### src/rtl/instr_fetch_if.sv
// Handshake and bus bundle between the fetch stage, its instruction ROM and the
// control decoder/driver that sequences the program.
interface instr_fetch_if #(
  parameter int PC_W    = 10,
  parameter int INSTR_W = 9,
  parameter int IDX_W   = 5
);
  logic               start;
  logic               stall;
  logic               jump_en;
  logic               branch_taken;
  logic               tbl_we;
  logic [IDX_W-1:0]   tbl_idx;
  logic [PC_W-1:0]    tbl_data;
  logic [INSTR_W-1:0] imem_rdata;
  logic [PC_W-1:0]    imem_addr;
  logic               imem_en;
  logic [INSTR_W-1:0] instr;
  logic               instr_valid;
  logic [PC_W-1:0]    pc;
  logic               done;

  modport master (
    output start, stall, jump_en, branch_taken, tbl_we, tbl_idx, tbl_data, imem_rdata,
    input  imem_addr, imem_en, instr, instr_valid, pc, done
  );

  modport slave (
    input  start, stall, jump_en, branch_taken, tbl_we, tbl_idx, tbl_data, imem_rdata,
    output imem_addr, imem_en, instr, instr_valid, pc, done
  );
endinterface

### src/rtl/instr_fetch.sv
// Fetch stage: program counter, 1-cycle synchronous ROM sequencing, jump/branch
// target table and start/done handshake toward the control decoder.
module instr_fetch #(
  parameter int PC_W    = 10,
  parameter int INSTR_W = 9,
  parameter int TBL_N   = 32,
  parameter int END_PC  = 1023
) (
  input logic          clk,
  input logic          rst_n,
  instr_fetch_if.slave bus
);
  localparam int IDX_W = $clog2(TBL_N);

  typedef enum logic [1:0] {IDLE, FILL, RUN, DONE} state_t;

  state_t          state, state_nxt;
  logic [PC_W-1:0] fetch_pc, fetch_pc_nxt;
  logic [PC_W-1:0] pc_q, pc_nxt;
  logic [PC_W-1:0] tbl [TBL_N];
  logic            redirect;

  assign redirect = (state == RUN) && !bus.stall && (bus.jump_en || bus.branch_taken);

  // NOTE: state registers use non-blocking assignments so every flop samples pre-edge values.
  always_ff @(posedge clk or negedge rst_n) begin
    if (!rst_n) begin
      state    <= IDLE;
      fetch_pc <= '0;
      pc_q     <= '0;
    end else begin
      state    <= state_nxt;
      fetch_pc <= fetch_pc_nxt;
      pc_q     <= pc_nxt;
    end
  end

  // NOTE: the target table is a small register file, so it is reset like any other flop;
  // a reset mid-program must leave no stale targets behind.
  always_ff @(posedge clk or negedge rst_n) begin
    if (!rst_n) begin
      for (int i = 0; i < TBL_N; i++) tbl[i] <= '0;
    end else if (bus.tbl_we) begin
      tbl[bus.tbl_idx] <= bus.tbl_data;
    end
  end

  // NOTE: every output of this block gets a default first, so no path can infer a latch.
  always_comb begin
    state_nxt    = state;
    fetch_pc_nxt = fetch_pc;
    pc_nxt       = pc_q;
    bus.imem_en  = 1'b0;
    unique case (state)
      IDLE, DONE: begin
        if (bus.start) begin
          fetch_pc_nxt = '0;
          state_nxt    = FILL;
        end
      end
      FILL: begin
        bus.imem_en  = 1'b1;
        fetch_pc_nxt = fetch_pc + PC_W'(1);
        pc_nxt       = fetch_pc;
        state_nxt    = RUN;
      end
      RUN: begin
        if (!bus.stall) begin
          bus.imem_en = 1'b1;
          // Redirect wins over end-of-program; the word already fetched at pc+1 is dropped.
          if (redirect) begin
            fetch_pc_nxt = tbl[bus.imem_rdata[IDX_W-1:0]];
            state_nxt    = FILL;
          end else if (pc_q == PC_W'(END_PC)) begin
            state_nxt = DONE;
          end else begin
            pc_nxt       = fetch_pc;
            fetch_pc_nxt = fetch_pc + PC_W'(1);
          end
        end
      end
      default: state_nxt = IDLE;
    endcase
  end

  assign bus.imem_addr   = fetch_pc;
  assign bus.instr       = bus.imem_rdata;
  assign bus.instr_valid = (state == RUN);
  assign bus.pc          = pc_q;
  assign bus.done        = (state == DONE);
endmodule

### src/flat_wrapper.sv
// flat-port wrapper written by rule: the top's interface ports become plain ports
module instr_fetch_flat 
#(
  parameter int PC_W    = 10,
  parameter int INSTR_W = 9,
  parameter int TBL_N   = 32,
  parameter int END_PC  = 1023
)
  (clk, rst_n, bus_start, bus_stall, bus_jump_en, bus_branch_taken, bus_tbl_we, bus_tbl_idx, bus_tbl_data, bus_imem_rdata, bus_imem_addr, bus_imem_en, bus_instr, bus_instr_valid, bus_pc, bus_done);
  instr_fetch_if #(.PC_W(PC_W), .INSTR_W(INSTR_W), .IDX_W(5)) bus_i ();
  input logic clk;
  input logic rst_n;
  input wire logic [$bits(bus_i.start)-1:0] bus_start;
  input wire logic [$bits(bus_i.stall)-1:0] bus_stall;
  input wire logic [$bits(bus_i.jump_en)-1:0] bus_jump_en;
  input wire logic [$bits(bus_i.branch_taken)-1:0] bus_branch_taken;
  input wire logic [$bits(bus_i.tbl_we)-1:0] bus_tbl_we;
  input wire logic [$bits(bus_i.tbl_idx)-1:0] bus_tbl_idx;
  input wire logic [$bits(bus_i.tbl_data)-1:0] bus_tbl_data;
  input wire logic [$bits(bus_i.imem_rdata)-1:0] bus_imem_rdata;
  output wire logic [$bits(bus_i.imem_addr)-1:0] bus_imem_addr;
  output wire logic [$bits(bus_i.imem_en)-1:0] bus_imem_en;
  output wire logic [$bits(bus_i.instr)-1:0] bus_instr;
  output wire logic [$bits(bus_i.instr_valid)-1:0] bus_instr_valid;
  output wire logic [$bits(bus_i.pc)-1:0] bus_pc;
  output wire logic [$bits(bus_i.done)-1:0] bus_done;
  assign bus_i.start = bus_start;
  assign bus_i.stall = bus_stall;
  assign bus_i.jump_en = bus_jump_en;
  assign bus_i.branch_taken = bus_branch_taken;
  assign bus_i.tbl_we = bus_tbl_we;
  assign bus_i.tbl_idx = bus_tbl_idx;
  assign bus_i.tbl_data = bus_tbl_data;
  assign bus_i.imem_rdata = bus_imem_rdata;
  assign bus_imem_addr = bus_i.imem_addr;
  assign bus_imem_en = bus_i.imem_en;
  assign bus_instr = bus_i.instr;
  assign bus_instr_valid = bus_i.instr_valid;
  assign bus_pc = bus_i.pc;
  assign bus_done = bus_i.done;
  instr_fetch #(.PC_W(PC_W), .INSTR_W(INSTR_W), .TBL_N(TBL_N), .END_PC(END_PC)) u_core (.clk(clk), .rst_n(rst_n), .bus(bus_i));
endmodule
### config.mk
export PLATFORM = sky130hd
export DESIGN_NAME = instr_fetch_flat
export DESIGN_NICKNAME = d
export VERILOG_FILES = /design/src/rtl/instr_fetch_if.sv /design/src/rtl/instr_fetch.sv /design/src/flat_wrapper.sv
export SDC_FILE = /design/constraint.sdc
export NUM_CORES = 1
export LEC_CHECK = 0
export ABC_AREA = 1
export BUFFER_PORTS_ARGS = -buffer_cell sky130_fd_sc_hd__buf_2
export CORE_AREA = 2 2 115 228
export DETAILED_ROUTE_END_ITERATION = 8
export DIE_AREA = 0 0 117 230
export GPL_TIMING_DRIVEN = 0
export PLACE_DENSITY = 0.82
export SETUP_SLACK_MARGIN = 0.05
export SYNTH_ARGS = -nofsm -noshare
export SYNTH_HDL_FRONTEND = slang
export SYNTH_SLANG_ARGS = --single-unit
export TNS_END_PERCENT = 50
### constraint.sdc
create_clock -name clk -period 2.77 [get_ports clk]
set_input_delay 0.277 -clock clk [delete_from_list [all_inputs] [get_ports clk]]
set_output_delay 0.277 -clock clk [all_outputs]
set_load 0.02 [all_outputs]
* After elaboration in Yosys (flattened, before gate mapping) *
Cells that the tools add are included.

operators by class
  $add $sub $neg = 1
  magnitude comparators = 3
  equal/unequal tests = 10
  multiplexer cells = 22
  bitwise operators = 2
  reductions and logical operators = 11

operator list
  kind                                                                          count
  320-bit bitwise mux                                                           1
  10-bit 2-to-1 mux                                                             10
  10-bit binary-select mux with 5-bit select                                    1
  10-bit demux with 5-bit select                                                1
  10-bit case mux with 3 select lines                                           1
  10-bit case mux with 2 select lines                                           1
  6-bit >= comparator, second input constant                                    2
  5-bit NOT with 6-bit output                                                   2
  10-bit by 1-bit adder with 10-bit output, second input constant               1
  10-bit == test, second input constant                                         1
  2-bit 2-to-1 mux                                                              4
  2-bit != test, second input constant                                          4
  6-bit by 1-bit less-than comparator with 1-bit output, second input constant  1
  2-bit case mux with 3 select lines                                            1
  3-bit AND reduction                                                           2
  2-bit == test, second input constant                                          2
  4-bit AND reduction                                                           1
  1-bit logical AND                                                             3
  3-bit by 1-bit != test with 1-bit output, second input constant               1
  3-bit by 2-bit != test with 1-bit output, second input constant               1
  2-bit by 1-bit == test with 1-bit output, second input constant               1
  2-bit logical NOT                                                             1
  1-bit case mux with 2 select lines                                            1
  2-bit nonzero test                                                            1
  other kinds (4)                                                               4

storage, ports and cells
  register bits after elaboration = 342
  input bits = 31
  output and inout port bits = 32
  logic and storage cells = 84

* Logic depth before layout (Yosys ltp) *
  depth in word-level cells = 7
  gate-level depth with buffers = 14
  mapped depth without buffers = 11

* Worst setup path before layout *
OpenSTA, ideal clock, no wires.

  path kind = reg-to-reg
  from = register u_core.state[0]
  to = register u_core.fetch_pc[5], in the netlist u_core.bus.imem_addr[5]
  setup time = 0.117 ns
  data arrival time = 1.768 ns
  setup slack = 0.885 ns
  cell stages (with the launch flop) = 12
  period minus slack after synthesis = 1.885 ns
  cell sequence = dfrtp_1 -> inv_1 -> ha_1 -> inv_1 -> or2_2 -> nor2_2 -> o21ai_0 -> buf_2 -> o21ai_0 -> nand2_1 -> nand2_1 -> nand2_1

on the way
  word-level cells in the longest chain between the ends = 6

ends and longest elaborated chain
  element                              line                RTL
  start: declaration                   instr_fetch.sv:17   state_t state, state_nxt;
  start signal: assignment             instr_fetch.sv:32   state <= state_nxt;
  2-bit == test (*)                    -
  via bus_instr_valid                  flat_wrapper.sv:24  output wire logic [$bits(bus_i.instr_valid)-1:0] bus_instr_valid;
  1-bit logical AND (2 in a row)       instr_fetch.sv:23   assign redirect = (state == RUN) && !bus.stall && (bus.jump_en || bus.branch_taken);
  10-bit 2-to-1 mux                    instr_fetch.sv:71   if (redirect) begin
  10-bit 2-to-1 mux                    instr_fetch.sv:68   if (!bus.stall) begin
  10-bit case mux with 3 select lines  instr_fetch.sv:54   unique case (state)
  end signal: assignment               instr_fetch.sv:33   fetch_pc <= fetch_pc_nxt;
  end: declaration                     instr_fetch.sv:18   logic [PC_W-1:0] fetch_pc, fetch_pc_nxt;

The timed path passes the listed nets; every way through them passes the cells marked *. The select of a mux whose other input is x is not followed.
A chain may end at the register's enable or synchronous reset.

* Worst setup path in the final report *
  from = register u_core.pc_q[1], in the netlist u_core.bus.pc[1]
  to = register u_core.fetch_pc[3], in the netlist u_core.bus.imem_addr[3]

on the way
  word-level cells in the longest chain between the ends = 3

ends and longest elaborated chain
  element                                             line               RTL
  start: declaration                                  instr_fetch.sv:19  logic [PC_W-1:0] pc_q, pc_nxt;
  start signal: assignment                            instr_fetch.sv:34  pc_q <= pc_nxt;
  10-bit == test                                      instr_fetch.sv:74  end else if (pc_q == PC_W'(END_PC)) begin
  3-bit by 2-bit != test with 1-bit output (no line)  -
  3-bit AND reduction (no line)                       -

Every way passes these cells.

==> impl_metrics.json <==
{
  "slowest_delay_ns": 0.59,
  "path_max_fanout": 10,
  "die_w_um": 117,
  "htree_levels": 1,
  "hold_viol": 0,
  "synth_fp_nets": 2071,
  "drv_slew": 0,
  "route.detailed.drc": 0,
  "io_buffers": 55,
  "worst-r2r-cell-count": 7,
  "cp.arrival_ns": 2.81,
  "synth_edf_count": 0,
  "maxSlewHeadroom_pct": 22.80,
  "ctsLongestPathBuffers": 3,
  "viasPerCell": 6.363,
  "fmax_mhz": 433.6,
  "cp_cell_sequence": "nand2_1 -> nor3_1 -> nand3_1 -> o21ai_1 -> clkbuf_1 -> nand2_1 -> nand2_1",
  "min_from": "bus_tbl_data[1]",
  "clk_latency_ns": 0.59,
  "p_leak_nw": 8.534,
  "hpwl_um": 46790,
  "fin_skew_ns": 0.02546,
  "synthFlopType": "dfrtp_1",
  "setup-tns-final_ns": 0,
  "yosysUniqueCellTypes": 29,
  "final_cell_mix": "767 x nand2_1, 342 x dfrtp_1, 278 x nand3_1, 269 x o21ai_0, 109 x clkbuf_1",
  "r2r-end": "u_core.bus.imem_addr[3]$_DFFE_PN0P_",
  "track_usage_pct": 50.44,
  "area_delta_synth_final_pct": 10.93,
  "drt-wirelength-per-cell_um": 26.40,
  "final_util_pct": 70.75,
  "yosysTopAreaCellShare_pct": 53.38,
  "fin_crit_ns": 2.306,
  "cp_data_required_time_ns": 3.28,
  "synth_seq_cells": 342,
  "cts_buffers": 30,
  "maxCapViolations": 0,
  "vias": 15825,
  "clk_pin_slew_ns": 0.07,
  "p_per_area_nw_per_um2": 770.5,
  "start_util_pct": 63.78,
  "clock_sinks": 342,
  "layout_commonest_cell": "nand2_1",
  "finalSetupViolCount": 0,
  "wl_um": 65660,
  "crit_type": "reg2reg",
  "firstDrtPassIters": 8,
  "synthArstFlopShare_pct": 100.0,
  "die-area_um2": 26910,
  "yosysTopAreaCell": "dfrtp_1",
  "hold_path_end": "u_core.tbl[271]$_DFFE_PN0P_",
  "syn_area_per_cell_um2": 7.879,
  "cts_setup_buffers": 0,
  "root_buffer": "clkbuf_16",
  "status": "finished clean",
  "syn_area_um2": 16030,
  "rsz0062_at_grt": "false",
  "max_slew.worst_pin.slew_ns": 1.158,
  "period_share_pct": 83.26,
  "grt_pass1_vias": 15660,
  "gp_congestion": 1.072,
  "seq_area_frac_synth_pct": 53.38,
  "worst_path_max_delay_cell": "nor3_1",
  "hold_depth": 3,
  "power_mw": 13.70,
  "grt_overflow": 0,
  "nNetsFinal": 2161,
  "dpl.cell_count": 2428,
  "ir_drop_v": 0.0009056,
  "grt_start_max_net_pins": 129,
  "io_pins": 63,
  "drtIter0Drc": 2047,
  "holdWs_ns": 0.01002,
  "synth_cells": 2035,
  "crit_path_start_kind": "flip-flop",
  "crit_top_cell": "nand2_1",
  "hold_path.class": "in2reg",
  "ff2ff_setup_slack_ns": 0.46,
  "reg2reg_from": "u_core.bus.pc[1]$_DFFE_PN0P_",
  "yosys_warnings": 0,
  "final_cells": 2487,
  "drive_gt1_share_pct": 8.609,
  "yosys-top-cells-area": "dfrtp_1 53%, nand2_1 18%, nand3_1 8.7%, o21ai_0 8.4%, clkbuf_1 2.3%",
  "die_h_um": 230,
  "core_area_um2": 25140,
  "fp-row-count": 82,
  "antenna_left": 0,
  "endpoint_kind": "flip-flop",
  "grt_pass1_wl_um": 96130,
  "cts_tree": "built",
  "antenna_found_initial": 3
}
synth_stat cells, drive strengths merged, types with 2 or more instances:
cell type	n
a21oi	51
buf	74
clkbuf	100
dfrtp	342
ha	5
inv	44
nand2	767
nand3	278
nand4	2
nor2	63
nor3	14
o21ai	287
xor2	2
state kept, by name (all words and copies together), names as in the netlist:
register              cells
u_core.bus.imem_addr     10
u_core.tbl              320
u_core.state              2
u_core.bus.pc            10
metrics by stage:
stage                     setup slack, ns  area [um2]
after floorplan                    0.8849       16030
after global placement             -4.848       16730
after detailed placement           0.2982       16790
after CTS                          0.5089       17780
after global routing               0.1449       17780
final                              0.4637       17780
worst max path at each step:
stage / depth (start not counted) / start / slack (ns) / endpoint
final: 7 / u_core.bus.pc[1]$_DFFE_PN0P_ / 0.46 / u_core.bus.imem_addr[3]$_DFFE_PN0P_
after global placement: 1 / rst_n / -4.85 / u_core.tbl[171]$_DFFE_PN0P_
after floorplan: 11 / u_core.state[0]$_DFFE_PN0P_ / 0.88 / u_core.bus.imem_addr[5]$_DFFE_PN0P_
after global routing: 11 / u_core.state[0]$_DFFE_PN0P_ / 0.14 / u_core.bus.imem_addr[5]$_DFFE_PN0P_
after CTS: 6 / u_core.state[0]$_DFFE_PN0P_ / 0.51 / bus_imem_en
after detailed placement: 11 / bus_imem_rdata[1] / 0.30 / u_core.bus.imem_addr[1]$_DFFE_PN0P_
power by group:
group / internal, mW / leakage, nW / switching, mW / total [mW]
sequential: 5.95 / 4.40 / 0.636 / 6.59
combinational: 0.909 / 3.66 / 1.94 / 2.85
clock: 2.31 / 0.468 / 1.96 / 4.27
total: 9.17 / 8.53 / 4.54 / 13.7
logic make-up (layout without fill, tap and decap cells):
group | Yosys count | in the layout | synth area share [%]
AO/OA/AOI/OAI | 340 | 340 | 10.66
XOR/XNOR | 2 | 2 | 0.1093
adder cells (fa/ha/maj) | 5 | 5 | 0.3902
buffers and inverters | 219 | 333 | 6.399
flip-flops | 342 | 342 | 53.38
other | 0 | 2 | 0
AND/OR/NAND/NOR | 1127 | 1127 | 29.06
layout make-up:
cell class,instances,area (um2)
Antenna cell,2,5.005
Buffer,174,854.6
Clock buffer,43,839.6
Clock inverter,13,136.4
Fill cell,2059,7352
Inverter,45,171.4
Multi-Input combinational cell,1474,6449
Sequential cell,342,8558
Tap cell,336,420.4
Timing Repair Buffer,58,350.3
what timing repair did:
action / CTS / global route
hold buffers: 1 / 0
hold endpoints to repair: 98 / 0
resized for setup: 0 / 0
setup endpoints to repair: 0 / 0
routing by layer:
layer,global-route usage [%],vias up,routed length [um]
li1,-,6793,-
met1,52.20,7426,19330
met2,76.95,1150,29810
met3,16.24,454,7649
met4,50.04,2,8858
met5,0,-,15
worst max-delay path: cells and delay by family (launching register included):
kind / cells / cell delay [ns]
and+or+nand+nor: 5 / 1.12
DFF: 1 / 0.41
buffers and inverters: 1 / 0.46
AOI/OAI and AO/OA: 1 / 0.24
No activity file was read; power rests on OpenSTA's default activity.
